==> src/rtl/prime_seq_if.sv <==
// Handshake bundle between an operand producer / result consumer and the
// sequential primality controller.
interface prime_seq_if #(
    parameter int WIDTH = 8
);
    logic             in_valid;
    logic             in_ready;
    logic [WIDTH-1:0] in_data;
    logic             out_valid;
    logic             out_ready;
    logic             out_prime;
    logic [WIDTH-1:0] out_factor;
    logic             busy;

    // Controller side
    modport slave (
        input  in_valid, in_data, out_ready,
        output in_ready, out_valid, out_prime, out_factor, busy
    );

    // Producer / consumer side
    modport master (
        output in_valid, in_data, out_ready,
        input  in_ready, out_valid, out_prime, out_factor, busy
    );
endinterface

==> src/rtl/prime_seq_ctrl.sv <==
// Sequential primality tester: trial division by d = 2, 3, ... while
// d*d <= n, each remainder produced by a bit-serial restoring divider
// (one quotient bit per cycle, MSB first).
module prime_seq_ctrl #(
    parameter int WIDTH = 8
) (
    input  logic        clk,
    input  logic        rst_n,
    prime_seq_if.slave  bus
);
    localparam int CW = $clog2(WIDTH);

    typedef enum logic [2:0] {
        IDLE,
        CHECK,
        DIV,
        EVAL,
        DONE
    } state_t;

    state_t           state_q, state_d;
    logic [WIDTH-1:0] n_q, n_d;
    logic [WIDTH-1:0] d_q, d_d;
    logic [WIDTH-1:0] rem_q, rem_d;
    logic [CW-1:0]    cnt_q, cnt_d;
    logic             prime_q, prime_d;
    logic [WIDTH-1:0] factor_q, factor_d;

    // Divisor square at full double width so the bound test never wraps.
    logic [2*WIDTH-1:0] d_ext;
    logic [2*WIDTH-1:0] n_ext;
    logic [2*WIDTH-1:0] d_sq;
    // One restoring-division step: shift in the next dividend bit.
    logic [WIDTH:0]     t;
    logic [WIDTH:0]     d_w;
    logic [WIDTH:0]     t_sub;
    logic               t_ge;

    assign d_ext = {{WIDTH{1'b0}}, d_q};
    assign n_ext = {{WIDTH{1'b0}}, n_q};
    assign d_sq  = d_ext * d_ext;
    assign t     = {rem_q, n_q[cnt_q]};
    assign d_w   = {1'b0, d_q};
    assign t_sub = t - d_w;
    assign t_ge  = (t >= d_w);

    assign bus.in_ready   = (state_q == IDLE);
    assign bus.busy       = (state_q != IDLE);
    assign bus.out_valid  = (state_q == DONE);
    assign bus.out_prime  = prime_q;
    assign bus.out_factor = factor_q;

    // State and datapath registers; reset abandons any test in flight.
    always_ff @(posedge clk or negedge rst_n) begin
        if (!rst_n) begin
            state_q  <= IDLE;
            n_q      <= '0;
            d_q      <= '0;
            rem_q    <= '0;
            cnt_q    <= '0;
            prime_q  <= 1'b0;
            factor_q <= '0;
        end else begin
            state_q  <= state_d;
            n_q      <= n_d;
            d_q      <= d_d;
            rem_q    <= rem_d;
            cnt_q    <= cnt_d;
            prime_q  <= prime_d;
            factor_q <= factor_d;
        end
    end

    // Next-state and datapath updates for the trial-division sequence.
    always_comb begin
        state_d  = state_q;
        n_d      = n_q;
        d_d      = d_q;
        rem_d    = rem_q;
        cnt_d    = cnt_q;
        prime_d  = prime_q;
        factor_d = factor_q;
        unique case (state_q)
            IDLE: begin
                if (bus.in_valid) begin
                    n_d     = bus.in_data;
                    d_d     = WIDTH'(2);
                    state_d = CHECK;
                end
            end
            CHECK: begin
                if (n_q < WIDTH'(2)) begin
                    prime_d  = 1'b0;
                    factor_d = '0;
                    state_d  = DONE;
                end else if (d_sq > n_ext) begin
                    prime_d  = 1'b1;
                    factor_d = '0;
                    state_d  = DONE;
                end else begin
                    rem_d   = '0;
                    cnt_d   = CW'(WIDTH - 1);
                    state_d = DIV;
                end
            end
            DIV: begin
                // t < 2d, so the restored remainder always fits WIDTH bits.
                rem_d = t_ge ? t_sub[WIDTH-1:0] : t[WIDTH-1:0];
                if (cnt_q == '0) begin
                    state_d = EVAL;
                end else begin
                    cnt_d = cnt_q - CW'(1);
                end
            end
            EVAL: begin
                if (rem_q == '0) begin
                    prime_d  = 1'b0;
                    factor_d = d_q;
                    state_d  = DONE;
                end else begin
                    d_d     = d_q + WIDTH'(1);
                    state_d = CHECK;
                end
            end
            DONE: begin
                if (bus.out_ready) begin
                    state_d = IDLE;
                end
            end
            default: state_d = IDLE;
        endcase
    end
endmodule
==> src/flat_wrapper.sv <==
// flat-port wrapper written by rule: the top's interface ports become plain ports
module prime_seq_ctrl_flat 
#(
    parameter int WIDTH = 8
)
  (clk, rst_n, bus_in_valid, bus_in_data, bus_out_ready, bus_in_ready, bus_out_valid, bus_out_prime, bus_out_factor, bus_busy);
  prime_seq_if #(.WIDTH(WIDTH)) bus_i ();
  input  logic clk;
  input  logic rst_n;
  input wire logic [$bits(bus_i.in_valid)-1:0] bus_in_valid;
  input wire logic [$bits(bus_i.in_data)-1:0] bus_in_data;
  input wire logic [$bits(bus_i.out_ready)-1:0] bus_out_ready;
  output wire logic [$bits(bus_i.in_ready)-1:0] bus_in_ready;
  output wire logic [$bits(bus_i.out_valid)-1:0] bus_out_valid;
  output wire logic [$bits(bus_i.out_prime)-1:0] bus_out_prime;
  output wire logic [$bits(bus_i.out_factor)-1:0] bus_out_factor;
  output wire logic [$bits(bus_i.busy)-1:0] bus_busy;
  assign bus_i.in_valid = bus_in_valid;
  assign bus_i.in_data = bus_in_data;
  assign bus_i.out_ready = bus_out_ready;
  assign bus_in_ready = bus_i.in_ready;
  assign bus_out_valid = bus_i.out_valid;
  assign bus_out_prime = bus_i.out_prime;
  assign bus_out_factor = bus_i.out_factor;
  assign bus_busy = bus_i.busy;
  prime_seq_ctrl #(.WIDTH(WIDTH)) u_core (.clk(clk), .rst_n(rst_n), .bus(bus_i));
endmodule
==> config.mk <==
export PLATFORM = sky130hd
export DESIGN_NAME = prime_seq_ctrl_flat
export DESIGN_NICKNAME = d
export VERILOG_FILES = /design/src/rtl/prime_seq_if.sv /design/src/rtl/prime_seq_ctrl.sv /design/src/flat_wrapper.sv
export SDC_FILE = /design/constraint.sdc
export NUM_CORES = 1
export LEC_CHECK = 0
export CAP_MARGIN = 20
export CORE_ASPECT_RATIO = 1.75
export CORE_MARGIN = 2
export CORE_UTILIZATION = 45
export CTS_CLUSTER_DIAMETER = 60
export DETAILED_ROUTE_END_ITERATION = 10
export PLACE_DENSITY_LB_ADDON = 0.12
export SYNTH_ARGS = -nofsm -noshare
export SYNTH_HDL_FRONTEND = slang
export SYNTH_SLANG_ARGS = --single-unit
==> constraint.sdc <==
create_clock -name clk -period 6.6 [get_ports clk]
set_input_delay 0.99 -clock clk [delete_from_list [all_inputs] [get_ports clk]]
set_output_delay 0.99 -clock clk [all_outputs]
set_load 0.005 [all_outputs]
==> results of run 1 <==
[metrics by stage]
step	utilization [%]	worst slack (ns)	hold slack, ns	instances	total power, mW
floorplan	-	1.30	0.476	481	0.894
global route	51.1	0.287	0.549	623	1.46
global placement	49.6	0.832	0.511	615	1.10
detailed placement	49.6	0.724	0.511	615	1.11
finish	51.1	0.708	0.518	623	1.35
CTS	51.1	0.705	0.520	623	1.35
[Yosys cell counts (3+ instances only)]
library cell	instances	area, um^2
nand4_1	5	31.3
o21a_1	3	22.5
and3_1	3	18.8
nand3_1	16	80.1
a211oi_1	7	52.6
and2_1	4	25.0
a21oi_1	18	90.1
inv_1	68	255
mux2i_1	6	60.1
clkbuf_1	8	30.0
o22ai_1	7	43.8
o21ai_0	25	125
clkinv_1	5	18.8
nor4_1	6	37.5
nor2_1	53	199
xnor2_1	14	123
ha_1	49	613
fa_1	26	521
nor3_1	14	70.1
dfrtp_1	39	976
nand2b_1	4	25.0
nand2_1	36	135
o211ai_1	4	30.0
mux2_2	3	33.8
a21o_1	4	30.0
nor2b_1	5	31.3
[where the power goes]
part           leakage, nW  switching, mW  total [mW]  internal, mW
registers            0.496         0.0928       0.406         0.314
logic                 1.61          0.389       0.704         0.315
clock network       0.0679         0.0968       0.237         0.140
[flip-flops by register name, indices dropped and copies added (netlist names)]
name                   count
u_core.state_q             3
u_core.bus.out_prime       1
u_core.d_q                 8
u_core.bus.out_factor      8
u_core.n_q                 8
u_core.cnt_q               3
u_core.rem_q               8
[logic make-up after synthesis]
kind of cell	after synthesis	synth area share (%)
AOI/OAI and AO/OA	98	16.3
buffers and inverters	85	8.01
and+or+nand+nor	157	18.0
DFF	39	23.6
adders and majority gates	75	27.4
muxes	11	3.35
xor gates and xnor gates	16	3.38
[worst reg2reg max path, cell delays in order, from the launching register on]
cell,delay (ns)
dfrtp_1,0.47
clkinv_1,0.30
nor2_1,0.29
fa_1,0.46
fa_1,0.54
inv_1,0.05
fa_1,0.50
fa_1,0.54
inv_1,0.04
ha_1,0.39
a21oi_1,0.29
a2bb2oi_1,0.19
nand4_1,0.12
or4_4,0.58
a2111oi_4,0.43
and2_1,0.41
o22ai_1,0.15
[cell type report]
type,instances,area (um^2),share of cell area [%]
clock buffer,7,133,2.87
clock inverter,1,5.00,0.108
inverter,73,274,5.93
multi-input combinational,357,2830,61.3
sequential,39,976,21.1
tap,120,150,3.25
timing repair buffer,26,248,5.36
[routing by layer]
layer  track usage (%)  share of wire (%)  vias to the layer above
met5                 0                  0                        -
met4              8.24                2.3                        0
met3              1.44                1.5                       18
met2              44.6                 58                       57
met1              23.0                 38                     1645
li1                  -                  -                     1701
[final timing paths]
check	cells past startpoint	startpoint	slack [ns]	to
min	2	u_core.bus.out_prime	0.52	u_core.bus.out_prime
max in group asynchronous	1	rst_n	5.21	u_core.bus.out_factor[0]
min in group asynchronous	1	rst_n	0.83	u_core.state_q[1]
min reg2reg	2	u_core.bus.out_prime	0.52	u_core.bus.out_prime
max	16	u_core.d_q[7]	0.71	u_core.rem_q[1]
max reg2reg	16	u_core.d_q[7]	0.71	u_core.rem_q[1]
==> qor.csv, run 1 <==
metric;value;unit
fillers;888;
grt_first_pass_wirelength;17200;um
leakage;2.17;nW
antenna_found_initial;0;
layout_common_cells;68 x inv_1, 53 x nor2_1, 49 x ha_1;
routedWlPerCell;16.2;um
finalInstanceArea;0.00462;mm^2
power_density;292;mW/mm^2
avgSynthCellArea;8.61;um^2
slowest_delay;0.58;ns
syn_inst;481;
arrival;6.05;ns
final-hold-violation-count;0;
worstPathMaxFanout;9;
place.gp.congestion;0.958;
cts_hold_buffers;0;
cp.required;6.76;ns
hpwl;8410;um
end_kind;flip-flop;
drc;0;
post_route_cells_drive_above_1_share;4.57;%
htreeDepth;2;
drt-pass1-iter-count;4;
area_delta_synth_final;11.5;%
post_cts_buffers;0;
start_util;45.8;%
cts_tree;done;
slew_violations;0;
die_x;76.5;um
grt_max_degree;40;
synth-seq-area-share;23.6;%
num_vias;3421;
clkTransAtPathRegs;0.06;ns
start_kind;flip-flop;
numCtsBuffers;5;
critPathTopFamily;adder cells;
ant_nets;0;
layout.cells.most_common;inv_1;
netlist_area;0.00414;mm^2
die_y;131;um
crit_chain;clkinv_1, nor2_1, fa_1, fa_1, inv_1, fa_1, fa_1, inv_1, ha_1, a21oi_1, a2bb2oi_1, nand4_1, or4_4, a2111oi_4, and2_1, o22ai_1;
grtUsageTotal;21.8;%
io_buffers;23;
worst_slew_pin_slew;0.892;ns
cp_num_buf_inv;3;
grt_overflow;0;
antennaDiodeCount;0;
rows;46;
clock_latency;0.29;ns
viasPerCell;5.49;
synth_ff_type;dfrtp_1;
cts_sinks;39;
status;completed;
clockBufferDepth;2;
finalCriticalPeriod;5.89;ns
dieArea;0.0100;mm^2
vdd.ir_drop.worst;0.158;mV
async_reset_ff_share;100;%
cts_resized;0;
post-route-period-util;89.3;%
setup_viol;0;
slew_headroom;40.5;%
pin_count;24;
fmax;0.170;GHz
clockRootBuffer;clkbuf_16;
finalNetCount;589;
wl;10100;um
fin_setup_tns;0;ns
first_iter_violations;159;
syn-num-nets;568;
core-area;0.00904;mm^2
hp-class;reg2reg;
slowest_stage;or4_4;
yosys_warnings;0;
path_class;reg2reg;
finClkSkew;0.00464;ns
synth_edf_count;0;
yosysUniqueCellTypes;64;
yosys_register_bits;39;
placed_area;0.00448;mm^2
crit_top_cell;fa_1;
first_global_vias;3526;
cap_violations;0;
rsz0062_at_grt;no;
(Power assumes the default switching activity.)
==> run 2, diff against run 1 <==
--- a/config.mk
+++ b/config.mk
@@ -11,6 +11,7 @@
 export CORE_UTILIZATION = 45
 export CTS_CLUSTER_DIAMETER = 60
 export DETAILED_ROUTE_END_ITERATION = 10
+export GPL_ROUTABILITY_DRIVEN = 0
 export PLACE_DENSITY_LB_ADDON = 0.12
 export SYNTH_ARGS = -nofsm -noshare
 export SYNTH_HDL_FRONTEND = slang
==> run 2 against run 1 <==
Effect of this change: worst hold slack better by 0.011 ns; die area stayed put; fmax is 0.35% lower; final cell count is 0.16% lower; first-iteration DRC count is 5.7% lower; register-to-register slack worse by 0.02 ns; clock skew is 0.0012 ns lower; via count is 0.73% higher; clock-buffer cell count stayed put; clock power hardly changed; routed wire length is 2.6% higher.
==> qor.csv, run 2 (synthesis gave the netlist of run 1 again) <==
metric;value;unit;change
status;completed;;
grt_max_degree;40;;unchanged
finalInstanceArea;0.00461;mm^2;-0.16%
clkTransAtPathRegs;0.06;ns;about the same
post_cts_buffers;0;;unchanged
grt_first_pass_wirelength;17300;um;+1.1%
fin_cells;622;;-0.16%
setup_viol;0;;unchanged
io_buffers;23;;unchanged
rsz0062_at_grt;no;;
crit_chain;clkinv_1, nor2_1, fa_1, fa_1, inv_1, fa_1, fa_1, inv_1, ha_1, a21oi_1, a2bb2oi_1, nand4_1, or4_4, a2111oi_4, and2_1, o22ai_1;;
num_vias;3446;;+0.73%
hpwl;8560;um;+1.9%
crit_top_cell;fa_1;;
routedWlPerCell;16.6;um;+2.8%
finClkSkew;0.00345;ns;-0.00119 ns
first_iter_violations;150;;-5.7%
ant_nets;0;;unchanged
finalCriticalPeriod;5.91;ns;+0.0204 ns
dieArea;0.0100;mm^2;unchanged
arrival;6.06;ns;about the same
rows;46;;unchanged
first_global_vias;3532;;+0.17%
cp.required;6.75;ns;about the same
start_util;45.8;%;unchanged
power_density;292;mW/mm^2;+0.22%
wl_met2;5840;um;-0.22%
area_delta_synth_final;11.4;%;
cts_tree;done;;
die_y;131;um;unchanged
viasPerCell;5.54;;+0.89%
layout.cells.most_common;inv_1;;
cts_resized;0;;unchanged
finalNetCount;588;;-0.17%
worstPathMaxFanout;9;;unchanged
dp_cells;614;;-0.16%
power;1.35;mW;about the same
post_route_cells_drive_above_1_share;4.38;%;-0.19 points
slowest_delay;0.58;ns;about the same
final-hold-violation-count;0;;unchanged
cts_sinks;39;;unchanged
vdd.ir_drop.worst;0.180;mV;+14%
leakage;2.17;nW;-0.19%
die_x;76.5;um;unchanged
worst_slew_pin_slew;0.879;ns;-0.0128 ns
pre_cts_ws;0.733;ns;+0.00952 ns
path_class;reg2reg;;
htreeDepth;2;;unchanged
clockBufferDepth;2;;unchanged
slew_headroom;41.4;%;+0.85 points
numCtsBuffers;5;;unchanged
core-area;0.00904;mm^2;unchanged
antennaDiodeCount;0;;unchanged
layout_common_cells;68 x inv_1, 53 x nor2_1, 49 x ha_1;;
post-route-period-util;89.6;%;+0.31 points
utilization;51.0;%;-0.083 points
fin_setup_tns;0;ns;unchanged
clockRootBuffer;clkbuf_16;;
slowest_stage;or4_4;;
slew_violations;0;;unchanged
grt_overflow;0;;unchanged
top_layer_used;met4;;
placed_area;0.00447;mm^2;-0.17%
pin_count;24;;unchanged
hold_ws;0.529;ns;+0.0111 ns
end_kind;flip-flop;;
wl;10300;um;+2.6%
drc;0;;unchanged
wl_met1;3940;um;+2.7%
fmax;0.169;GHz;-0.35%
cts_hold_buffers;0;;unchanged
grtUsageTotal;21.9;%;+0.14 points
hp-class;reg2reg;;
antenna_found_initial;0;;unchanged
setup_ws;0.688;ns;-0.0204 ns
start_kind;flip-flop;;
dr_wl_met3;207;um;+39%
drt-pass1-iter-count;5;;+1
clock_latency;0.29;ns;about the same
cap_violations;0;;unchanged
run 2: cell count changes in the layout (fill, tap and decap cells not counted):
cell / change
buf_4: -1
run 2: final cells by class:
class | count | area [um^2]
Fill cell | 890 | 4420
Tap cell | 120 | 150
Timing Repair Buffer | 25 | 240
Inverter | 73 | 274
Multi-Input combinational cell | 357 | 2830
Clock buffer | 7 | 133
Clock inverter | 1 | 5.00
Sequential cell | 39 | 976
run 2: power by group:
group | switching, mW | internal (mW) | leakage [nW]
clock network | 0.0974 | 0.140 | 0.0679
logic | 0.391 | 0.313 | 1.61
registers | 0.0931 | 0.314 | 0.496
run 2: final timing paths:
path,depth (start not counted),from,slack (ns),end
setup / recovery,16,u_core.d_q[5],0.69,u_core.rem_q[1]
hold / removal,2,u_core.bus.out_prime,0.53,u_core.bus.out_prime
setup reg to reg,16,u_core.d_q[5],0.69,u_core.rem_q[1]
hold reg to reg,2,u_core.bus.out_prime,0.53,u_core.bus.out_prime
max in group asynchronous,1,rst_n,5.22,u_core.bus.out_factor[4]
min in group asynchronous,1,rst_n,0.82,u_core.state_q[0]
run 2: worst max-delay path: cells and delay by family (launching register included):
family                   cells  cell delay (ns)
buffers and inverters        3             0.41
adder cells (fa/ha/maj)      5             2.46
AO/OA/AOI/OAI                4             1.07
AND/OR/NAND/NOR              4             1.41
flip-flops                   1             0.41
run 2: metal layers:
| layer | vias to the layer above | track usage [%] |
|---|---|---|
| met3 | 21 | 1.30 |
| met4 | 0 | 9.30 |
| met2 | 70 | 44.6 |
| met5 | - | 0 |
| met1 | 1660 | 23.1 |
| li1 | 1695 | - |
